$ cat config.mk
export PLATFORM = sky130hd
export DESIGN_NAME = sd_dat_block_rx
export DESIGN_NICKNAME = d
export VERILOG_FILES = /design/src/rtl/sd_pkg.sv /design/src/rtl/sd_crc16_serial.sv /design/src/rtl/sd_dat_block_rx.sv
export SDC_FILE = /design/constraint.sdc
export NUM_CORES = 2
export LEC_CHECK = 0
export BUFFER_PORTS_ARGS = -buffer_cell sky130_fd_sc_hd__buf_2
export CELL_PAD_IN_SITES_DETAIL_PLACEMENT = 1
export CELL_PAD_IN_SITES_GLOBAL_PLACEMENT = 1
export CORE_ASPECT_RATIO = 1.4
export CORE_MARGIN = 2
export CORE_UTILIZATION = 59
export CTS_BUF_LIST = sky130_fd_sc_hd__clkbuf_2
export CTS_CLUSTER_SIZE = 8
export DETAILED_ROUTE_END_ITERATION = 16
export GPL_TIMING_DRIVEN = 0
export HOLD_SLACK_MARGIN = 0.1
export PLACE_DENSITY = 0.87
export SYNTH_ARGS = -nofsm -noshare
export SYNTH_HDL_FRONTEND = slang
export SYNTH_SLANG_ARGS = --single-unit
$ cat constraint.sdc
create_clock -name clk -period 7.3 [get_ports clk]
set_input_delay 2.19 -clock clk [delete_from_list [all_inputs] [get_ports clk]]
set_output_delay 2.19 -clock clk [all_outputs]
set_load 0.01 [all_outputs]
$ cat src/rtl/sd_pkg.sv
// Shared definitions for the SD DAT block receiver: FSM states, register map,
// STATUS bit positions and the CRC16-CCITT step used by the per-line checkers.
package sd_pkg;

   typedef enum logic [2:0] {
      IDLE,
      WAIT_START,
      DATA,
      CRC,
      END
   } state_e;

   localparam logic [1:0] ADDR_DATA    = 2'd0;
   localparam logic [1:0] ADDR_STATUS  = 2'd1;
   localparam logic [1:0] ADDR_CONTROL = 2'd2;
   localparam logic [1:0] ADDR_TIMEOUT = 2'd3;

   localparam int STAT_BUSY     = 0;
   localparam int STAT_DONE     = 1;
   localparam int STAT_CRC_ERR  = 2;
   localparam int STAT_TIMEOUT  = 3;
   localparam int STAT_OVERFLOW = 4;

   localparam int CTRL_START = 0;
   localparam int CTRL_ABORT = 1;

   localparam logic [15:0] CRC16_POLY = 16'h1021;

   function automatic logic [15:0] crc16_step(input logic [15:0] crc, input logic din);
      logic fb;
      fb = din ^ crc[15];
      return {crc[14:0], 1'b0} ^ (fb ? CRC16_POLY : 16'h0000);
   endfunction

endpackage

$ cat src/rtl/sd_crc16_serial.sv
// One-bit serial CRC16-CCITT (init 0) for a single DAT line. Only compiled in
// when SD_DAT_RX_CRC_EN is defined; the receiver has no CRC logic otherwise.
`ifdef SD_DAT_RX_CRC_EN
module sd_crc16_serial
   import sd_pkg::*;
(
   input  logic        clk,
   input  logic        reset_n,
   input  logic        clr_i,
   input  logic        en_i,
   input  logic        din_i,
   output logic [15:0] crc_o
);

   logic [15:0] crc_q, crc_d;

   always_comb begin
      crc_d = crc_q;
      if (clr_i)
         crc_d = '0;
      else if (en_i)
         crc_d = crc16_step(crc_q, din_i);
   end

   always_ff @(posedge clk) begin
      if (!reset_n)
         crc_q <= '0;
      else
         crc_q <= crc_d;
   end

   assign crc_o = crc_q;

endmodule
`endif

$ cat src/rtl/sd_dat_block_rx.sv
// SD 4-bit DAT block receiver: start-bit detect, nibble deserialiser into a word FIFO,
// end-bit check and polled Avalon-MM registers. Per-line CRC16 checking needs SD_DAT_RX_CRC_EN.
module sd_dat_block_rx
   import sd_pkg::*;
#(
   parameter int BLOCK_BYTES = 512,
   parameter int FIFO_DEPTH  = 128,
   parameter int TIMEOUT_W   = 24
) (
   input  logic        clk,
   input  logic        reset_n,
   input  logic [1:0]  address,
   input  logic        chipselect,
   input  logic        write_n,
   input  logic        read_n,
   input  logic [31:0] writedata,
   output logic [31:0] readdata,
   input  logic [3:0]  sd_dat,
   input  logic        sd_sample
);

   localparam int NIBBLES = BLOCK_BYTES * 2;
   localparam int NIB_W   = $clog2(NIBBLES);
   localparam int PTR_W   = (FIFO_DEPTH > 1) ? $clog2(FIFO_DEPTH) : 1;
   localparam int LVL_W   = $clog2(FIFO_DEPTH + 1);

   state_e               state_q, state_d;
   logic [3:0]           dat_s1_q, dat_s2_q, dat;
   logic [31:0]          rd_q, rd_d;
   logic [TIMEOUT_W-1:0] to_lim_q, to_lim_d, to_cnt_q, to_cnt_d;
   logic [27:0]          acc_q, acc_d;
   logic [NIB_W-1:0]     nib_q, nib_d;
   logic [3:0]           bit_q, bit_d;
   logic                 done_q, done_d, crc_err_q, crc_err_d;
   logic                 tmo_q, tmo_d, ovf_q, ovf_d;

   logic [31:0]          mem_q [FIFO_DEPTH];
   logic [PTR_W-1:0]     wr_ptr_q, wr_ptr_d, rd_ptr_q, rd_ptr_d;
   logic [LVL_W-1:0]     lvl_q, lvl_d;
   logic                 fifo_empty, fifo_full;

   logic                 wr_ctrl, wr_tmo, start_go, abort, pop;
   logic                 push_req, push_ok, flush, crc_mis, busy;
   logic [31:0]          push_word;
   logic [15:0]          lvl16;
   logic                 unused_wdata;

   assign dat          = dat_s2_q;
   assign busy         = (state_q != IDLE);
   assign wr_ctrl      = chipselect & ~write_n & (address == ADDR_CONTROL);
   assign wr_tmo       = chipselect & ~write_n & (address == ADDR_TIMEOUT);
   assign abort        = wr_ctrl & writedata[CTRL_ABORT];
   assign start_go     = wr_ctrl & writedata[CTRL_START] & ~writedata[CTRL_ABORT] & ~busy;
   assign flush        = start_go;
   assign fifo_empty   = (lvl_q == '0);
   assign fifo_full    = (lvl_q == LVL_W'(FIFO_DEPTH));
   assign pop          = chipselect & ~read_n & (address == ADDR_DATA) & ~fifo_empty;
   assign push_word    = {acc_q, dat};
   assign lvl16        = 16'(lvl_q);
   assign unused_wdata = ^writedata;

   function automatic logic [PTR_W-1:0] ptr_inc(input logic [PTR_W-1:0] p);
      return (p == PTR_W'(FIFO_DEPTH - 1)) ? '0 : p + 1'b1;
   endfunction

`ifdef SD_DAT_RX_CRC_EN
   logic [3:0][15:0] crc_val;
   logic [3:0]       crc_bad;
   logic             crc_en;

   assign crc_en = sd_sample & (state_q == DATA);

   for (genvar i = 0; i < 4; i++) begin : g_crc
      sd_crc16_serial u_crc (
         .clk     (clk),
         .reset_n (reset_n),
         .clr_i   (start_go),
         .en_i    (crc_en),
         .din_i   (dat[i]),
         .crc_o   (crc_val[i])
      );
      // Received CRC arrives MSB first, one bit per sample.
      assign crc_bad[i] = dat[i] ^ crc_val[i][4'd15 - bit_q];
   end
   assign crc_mis = |crc_bad;
`else
   assign crc_mis = 1'b0;
`endif

   always_comb begin
      state_d   = state_q;
      to_cnt_d  = to_cnt_q;
      acc_d     = acc_q;
      nib_d     = nib_q;
      bit_d     = bit_q;
      done_d    = done_q;
      crc_err_d = crc_err_q;
      tmo_d     = tmo_q;
      push_req  = 1'b0;
      if (abort) begin
         state_d = IDLE;
      end else begin
         case (state_q)
            IDLE: begin
               if (start_go) begin
                  done_d    = 1'b0;
                  crc_err_d = 1'b0;
                  tmo_d     = 1'b0;
                  to_cnt_d  = '0;
                  acc_d     = '0;
                  nib_d     = '0;
                  bit_d     = '0;
                  state_d   = WAIT_START;
               end
            end
            WAIT_START: begin
               // Limit check first so a limit of 0 times out without any sample.
               if (to_cnt_q == to_lim_q) begin
                  tmo_d   = 1'b1;
                  done_d  = 1'b1;
                  state_d = IDLE;
               end else if (sd_sample) begin
                  if (dat == 4'h0)
                     state_d = DATA;
                  else
                     to_cnt_d = to_cnt_q + 1'b1;
               end
            end
            DATA: begin
               if (sd_sample) begin
                  acc_d = {acc_q[23:0], dat};
                  nib_d = nib_q + 1'b1;
                  if (nib_q[2:0] == 3'd7)
                     push_req = 1'b1;
                  if (nib_q == NIB_W'(NIBBLES - 1))
                     state_d = CRC;
               end
            end
            CRC: begin
               if (sd_sample) begin
                  if (crc_mis)
                     crc_err_d = 1'b1;
                  bit_d = bit_q + 1'b1;
                  if (bit_q == 4'd15)
                     state_d = END;
               end
            end
            END: begin
               if (sd_sample) begin
                  if (dat != 4'hF)
                     crc_err_d = 1'b1;
                  done_d  = 1'b1;
                  state_d = IDLE;
               end
            end
            default: state_d = IDLE;
         endcase
      end
   end

   // A pop in the same cycle frees the slot, so a full FIFO still accepts the push.
   always_comb begin
      push_ok  = push_req & (~fifo_full | pop);
      wr_ptr_d = wr_ptr_q;
      rd_ptr_d = rd_ptr_q;
      lvl_d    = lvl_q;
      ovf_d    = ovf_q;
      if (flush) begin
         wr_ptr_d = '0;
         rd_ptr_d = '0;
         lvl_d    = '0;
         ovf_d    = 1'b0;
      end else begin
         if (push_req & fifo_full & ~pop)
            ovf_d = 1'b1;
         if (push_ok)
            wr_ptr_d = ptr_inc(wr_ptr_q);
         if (pop)
            rd_ptr_d = ptr_inc(rd_ptr_q);
         case ({push_ok, pop})
            2'b10:   lvl_d = lvl_q + 1'b1;
            2'b01:   lvl_d = lvl_q - 1'b1;
            default: lvl_d = lvl_q;
         endcase
      end
   end

   always_comb begin
      to_lim_d = wr_tmo ? writedata[TIMEOUT_W-1:0] : to_lim_q;
      case (address)
         ADDR_DATA:    rd_d = fifo_empty ? 32'h0 : mem_q[rd_ptr_q];
         ADDR_STATUS:  rd_d = {lvl16, 11'b0, ovf_q, tmo_q, crc_err_q, done_q, busy};
         ADDR_TIMEOUT: rd_d = 32'(to_lim_q);
         default:      rd_d = 32'h0;
      endcase
   end

   always_ff @(posedge clk) begin
      if (!reset_n) begin
         state_q   <= IDLE;
         dat_s1_q  <= 4'hF;
         dat_s2_q  <= 4'hF;
         rd_q      <= '0;
         to_lim_q  <= '1;
         to_cnt_q  <= '0;
         acc_q     <= '0;
         nib_q     <= '0;
         bit_q     <= '0;
         done_q    <= 1'b0;
         crc_err_q <= 1'b0;
         tmo_q     <= 1'b0;
         ovf_q     <= 1'b0;
         wr_ptr_q  <= '0;
         rd_ptr_q  <= '0;
         lvl_q     <= '0;
      end else begin
         state_q   <= state_d;
         dat_s1_q  <= sd_dat;
         dat_s2_q  <= dat_s1_q;
         rd_q      <= rd_d;
         to_lim_q  <= to_lim_d;
         to_cnt_q  <= to_cnt_d;
         acc_q     <= acc_d;
         nib_q     <= nib_d;
         bit_q     <= bit_d;
         done_q    <= done_d;
         crc_err_q <= crc_err_d;
         tmo_q     <= tmo_d;
         ovf_q     <= ovf_d;
         wr_ptr_q  <= wr_ptr_d;
         rd_ptr_q  <= rd_ptr_d;
         lvl_q     <= lvl_d;
      end
   end

   always_ff @(posedge clk) begin
      if (push_ok)
         mem_q[wr_ptr_q] <= push_word;
   end

   assign readdata = rd_q;

endmodule
==> impl.org, run 1 <==
** Run status
- The run stopped with a tool error.
- Stage where the flow stopped :: global routing
- The first error in the log reads "[ERROR GRT-0232] Routing congestion too high. Check the congestion heatmap in the GUI".

** Synthesis
- Library cells used by synthesis :: 80
- Cells after Synth :: 7,256
- In this run, synthesis inferred 4,096 flip-flops with an integrated enable.
- Yosys printed 0 warnings.
- After synthesis, the share of flip-flops with an asynchronous set or reset is 0%.
- Post-Syn Area :: 162,600 µm²
- The synthesized design contains 4,262 register bits.
- Portion of the post-synthesis area used by sequential elements :: between 70 and 80%
- A synthesized cell averages 22.41 µm².
- The most used flip-flop cell after synthesis is edfxtp_1.
- Synthesis produced a netlist with a net count of between 7k and 8k.

** Clock network
- The number of hold buffers added after CTS was 0.
- Once the clock tree was built, the setup fixing pass inserted 0 buffers.
- The cell sitting at the root of the clock tree is a clkbuf_2.
- H-tree depth :: 6
- The clock drives 4,262 sinks.
- In this run, CTS created clock tree buffers numbering 897.
- Counting along the longest clock path gives a buffer depth of 4.
- Gates resized during post-CTS repair numbered 0.

** Die
- Overall die width :: 447.7 µm
- I/O pin total :: 76
- Measured along the y axis, the die boundary spans 625.1 µm.
- The floorplan has about 230 rows.
- For this configuration, the core starts out at a cell density of ~59%.

** STA
- Worst EP kind :: sequential cell input
- The global-route repair_timing pass left the worst setup endpoint at readdata[6]$_SDFF_PN0_/D.

** Global routing
- For this run, the total global-route usage over all layers was measured as between 70% and 80%.
- Entering global routing, the biggest net connects around 110 pins.
- For this run the aggregate overflow at the end of global routing stands at 187.
- Antenna violations before repair :: about 140

** Place
- Once detailed placement completed, the half-perimeter wirelength came to 398,400 µm.
- Input and output buffers added on the ports amount to 63.
- Global placer's final weighted congestion :: 1.013
[cell families after synthesis]
family                   count (synthesis)  synth area share, %
flip-flops                            4262                77.69
multiplexers                          1286                16.33
AND/OR/NAND/NOR                        687                2.042
AO/OA/AOI/OAI                          544                2.379
buffers and inverters                  414                1.187
XOR/XNOR                                50               0.2693
adder cells (fa/ha/maj)                 13               0.1047
[layer usage]
layer	overflow	GRT usage (%)
met3	17	60.79
met2	79	84.13
met4	69	67.72
met1	20	68.80
met5	2	40.87
[synth_stat cells (56+ instances only)]
| master | number | share of area (%) |
|---|---|---|
| mux2i_1 | 184 | 1.1 |
| nand2_1 | 155 | 0.36 |
| nor2_1 | 215 | 0.50 |
| a22oi_1 | 128 | 0.59 |
| dfxtp_1 | 166 | 2.0 |
| edfxtp_1 | 4096 | 76 |
| a21oi_1 | 86 | 0.26 |
| mux4_2 | 1092 | 15 |
| o21ai_0 | 56 | 0.17 |
| buf_2 | 162 | 0.50 |
| clkbuf_1 | 144 | 0.33 |
| nand3_1 | 106 | 0.33 |
[stage by stage]
step           instance area, µm²  setup slack [ns]  utilization (%)  std cells  hold slack, ns
4_1_cts                    181200            0.1612            65.96      12811          0.2221
3_3_place_gp               167500            -1.970            60.98      10999          0.4008
3_5_place_dp               173000            0.4789            62.99      11193          0.3951
2_1_floorplan              162600             1.431                -       7256          0.3863
==> inputs of run 2 (changes only) <==
- CELL_PAD_IN_SITES_DETAIL_PLACEMENT: 1 -> unset
- CELL_PAD_IN_SITES_GLOBAL_PLACEMENT: 1 -> unset
- CORE_ASPECT_RATIO: 1.4 -> unset
- CORE_UTILIZATION: 59 -> 40
- CTS_BUF_LIST: sky130_fd_sc_hd__clkbuf_2 -> unset
- CTS_CLUSTER_SIZE: 8 -> unset
- HOLD_SLACK_MARGIN: 0.1 -> unset
- PLACE_DENSITY: 0.87 -> unset
- PLACE_DENSITY_LB_ADDON: unset -> 0.15
==> run 2 against run 1 <==
The flow now finishes, with violations (max-capacitance violations, max-slew violations). Synthesized cell count unchanged. Area after synthesis unchanged.
==> impl.org, run 2 <==
** Synthesis
- Total number of yosys warnings :: 0
- Counting flops with an async set or reset pin after synthesis yields a share of 0%.
- After synthesis, the cell types taking the most area are edfxtp_1 (76%), mux4_2 (15%), dfxtp_1 (2.0%).
- Sequential elements use 77.69% of the synthesized area.
- In the synthesized netlist the dominant register cell turns out to be edfxtp_1.
- Dominant cell by count in the synthesized netlist :: edfxtp_1
- Library cells used by synthesis :: 80
- Area share of the leading cell type in the synthesized netlist :: 75.65%
- Average size of a mapped cell :: between 20 and 25 µm²
- The synthesized design contains 4,096 enable-type register cells.
- Synthesis produced a netlist with a net count of ~7.3k.
- Post-Syn Area :: 162,600 µm²
- By count the netlist is led by edfxtp_1 (4,096), mux4_2 (1,092), nor2_1 (215).
- Summed over all instances, the cell type with the most area after synthesis is edfxtp_1.
- The synthesized design contains 4,262 register bits.
- Cells after Synth :: 7,256

** STA
- Clock period minus final worst setup slack :: between 7 and 8 ns
- Setup repair after global routing left no endpoint under its margin.
- Setup total negative slack on the finished layout was measured at 0 ns.
- Crit share post-route :: 99.30%
- Setup-failing EPs final :: 0
- Actual slew at the worst max-slew pin :: between 1.5 and 2 ns
- The max-slew violation total from the final report was 77.
- The number of hold violations in the final report came to 0.
- For this run, the top clock speed supported by timing is approximately 140 MHz.
- Final Skew :: about 0.081 ns
- Measured against its own limit, the worst slew margin works out to -12.74%.

** Global routing
- The via count of the first global-routing pass is 82.41k.
- The first global-routing pass estimated between 700,000 and 800,000 µm of wire.
- The number of antenna violations at the first check in global routing came to just over 60.
- The total overflow left after global routing is 0.
- Entering global routing, the biggest net connects about 100 pins.
- Global routing consumed, over all layers together, 26.88% of the routing resources.

** Pwr
- Peak VDD IR :: 0.0002414 V
- Combinational logic is responsible for 0.6% of the overall power.
- The analysis attributes to net switching a power of 0.01006 W.
- Internal power :: 0.03905 W
- For this design the static power due to leakage is roughly 58 nW.
- Sequential power share :: 53.9%
- In this run switching power makes up 20.48% of total power.
- Final Total Pwr :: 0.04911 W
- Clock power share :: between 40% and 50%
- For this design the ratio of total power to cell area is 257.9 nW/µm².

** Setup path
- Critical path peak fanout :: 10
- For this run, the slowest stage of the critical path takes 1.12 ns.
- Cell breakdown of the critical path :: buf_2, buf_1, nand2_1, nor2_1, clkbuf_1, a22oi_1, nand4_1, a222oi_1, buf_4, buf_6, o21ai_0
- Slack of the worst reg-to-reg path :: 0.05 ns
- The critical path ends at readdata[6].
- Slowest cell on the critical path :: buf_1
- STA classifies the critical path endpoint as a flip-flop.
- Buffers plus inverters on the worst setup path :: 5
- Worst path required time :: 8.19 ns
- Critical path arrival :: 8.14 ns
- Grouping stages by cell kind, the critical path spends the most delay in buffers and inverters.
- In this run the number of cells on the critical path is 11.
- STA classifies the critical path startpoint as a flip-flop.
- End of the worst register-to-register path :: readdata[6]
- Counting cells, the worst reg-to-reg path comes to 11.
- The critical path in this run is classified as flip-flop to flip-flop.

** Route
- After detailed routing, the number of vias per cell comes to around 6.1.
- In this run, the number of DRC markers left after iteration 0 of detailed routing was 12.33k.
- The final route contains 84.64k vias.
- Routed len/inst :: 40.22 µm
- Number of optimization iterations in the first detailed-route pass :: 8
- Once detail routing completed, the nets flagged for antenna violations numbered 0.
- After detailed routing, the total wire length is ~560,000 µm.
- After detailed routing, the number of remaining DRC violations is 0.

** Cells and area
- Share of final-layout standard cells stronger than drive strength 1 :: 29.13%
- Top reg by flops :: mem_q
- The net count of the finished layout is 8,067.
- Leaving out fill and tap cells, the most frequent cell in the layout is edfxtp_1.
- Largest register FFs :: between 4k and 5k
- Leaving out fill and tap cells, the most frequent cells in the layout are edfxtp_1 (4,096), mux4_2 (1,092), clkbuf_16 (450).
- Counting the fill cells in the layout gives roughly 33k.
- Final Non-Filler Cells :: roughly 14k
- Layout Area Growth over Synthesis :: 17.12%

** Min path
- Worst Hold Depth :: 1
- Hold crit path type :: flip-flop to flip-flop

** Clock network
- Counting the buffers created by CTS gives about 450.
- At the later pin of the worst-skew pair, clock insertion delay measures 1.05 ns.
- Buffers inserted to repair hold after CTS numbered 0.
- Clock-pin slew of the registers on the worst-case setup and hold paths :: 0.06 ns
- TritonCTS built the clock tree.
- Clock tree root buffer cell :: clkbuf_16
- Clock sink count :: 4,262
- The H-tree was split into 5 levels.
- Post-CTS timing repair inserted 0 buffers for setup.
- No sink is reached through more buffers than the 4 on the longest clock path.
- The number of gates resized after CTS was 0.

** Place
- Global placer's final weighted congestion :: 0.9380
- Once placement completed, the tool counted placed cells totaling 12.99k.
- HPWL Detailed :: 386,400 µm
- Port-buffer cells :: 63

** Die
- In this run the core area contains 234 standard-cell rows.
- After floorplanning, the core was sized to cover 405,500 µm².
- 76 I/O pins were placed.
- The initial utilization of the core area, before any placement, comes to 40.10%.
- Full die area :: 411,600 µm²
- In this run the vertical extent of the chip is 641.6 µm.
- From left edge to right edge, the die measures 641.6 µm.

** Job
- The tool flagged a number of max-cap violations equal to 11.

** Run status
- Run status :: finished, violations left
- The final reports fail on max-capacitance violations, max-slew violations.
[run 2: cell counts after synthesis]
No cell type changed its count.
[run 2: cell families after synthesis]
kind of cell / Yosys count / share of synthesized area (%)
AO/OA/AOI/OAI: 544 / 2.379
XOR/XNOR: 50 / 0.2693
adder cells (fa/ha/maj): 13 / 0.1047
buffers and inverters: 414 / 1.187
flip-flops: 4262 / 77.69
multiplexers: 1286 / 16.33
AND/OR/NAND/NOR: 687 / 2.042
[run 2: cell type report]
class                           instances  area [µm²]  share of cell area (%)
Tap cell                             5428        6792                   3.566
Clock inverter                        263        2414                   1.267
Sequential cell                      4262      126400                   66.40
Buffer                                399        1907                   1.001
Antenna cell                           27       67.56                 0.03548
Multi-Input combinational cell       2580       35320                   18.55
Inverter                               15       56.30                 0.02957
Clock buffer                          567       11880                   6.239
Timing Repair Buffer                  306        5555                   2.917
[run 2: worst min-delay path by stage]
stage / startpoint / endpoint / slack, ns
after global routing: dat_s1_q[0] / dat[0] / 0.43
after floorplan: dat_s1_q[0] / dat[0] / 0.39
final: dat_s1_q[0] / dat[0] / 0.40
after CTS: dat_s1_q[0] / dat[0] / 0.41
after detailed placement: dat_s1_q[1] / dat[1] / 0.40
after global placement: dat_s1_q[0] / dat[0] / 0.40
[run 2: power by group through the flow]
| stage | clock [W] | sequential, W | combinational, W |
|---|---|---|---|
| after floorplan | 0 | 0.0270 | 0.000133 |
| after global placement | 0 | 0.0271 | 0.000269 |
| after detailed placement | 0 | 0.0270 | 0.000316 |
| after CTS | 0.0226 | 0.0265 | 0.000317 |
| after global routing | 0.0235 | 0.0265 | 0.000340 |
| final | 0.0223 | 0.0265 | 0.000319 |
[run 2: layer usage]
metal	GRT usage, %	up-vias	part of all wire [%]
met1	35.22	46167	38
li1	-	32499	-
met4	12.47	24	5.6
met2	42.31	4835	47
met5	0.2954	-	0.069
met3	6.690	1110	9.9
[run 2: metrics by stage]
stage	area (µm²)	setup slack [ns]	hold slack, ns	util [%]
3_5_place_dp	176000	0.3840	0.3958	43.41
5_1_grt	190400	0.3964	0.4279	46.95
6_report	190400	0.05078	0.4046	46.96
2_1_floorplan	162600	1.431	0.3863	-
4_1_cts	190300	0.5924	0.4108	46.94
3_3_place_gp	169700	-2.586	0.3961	41.85
Power figures use the tool's default switching activity.
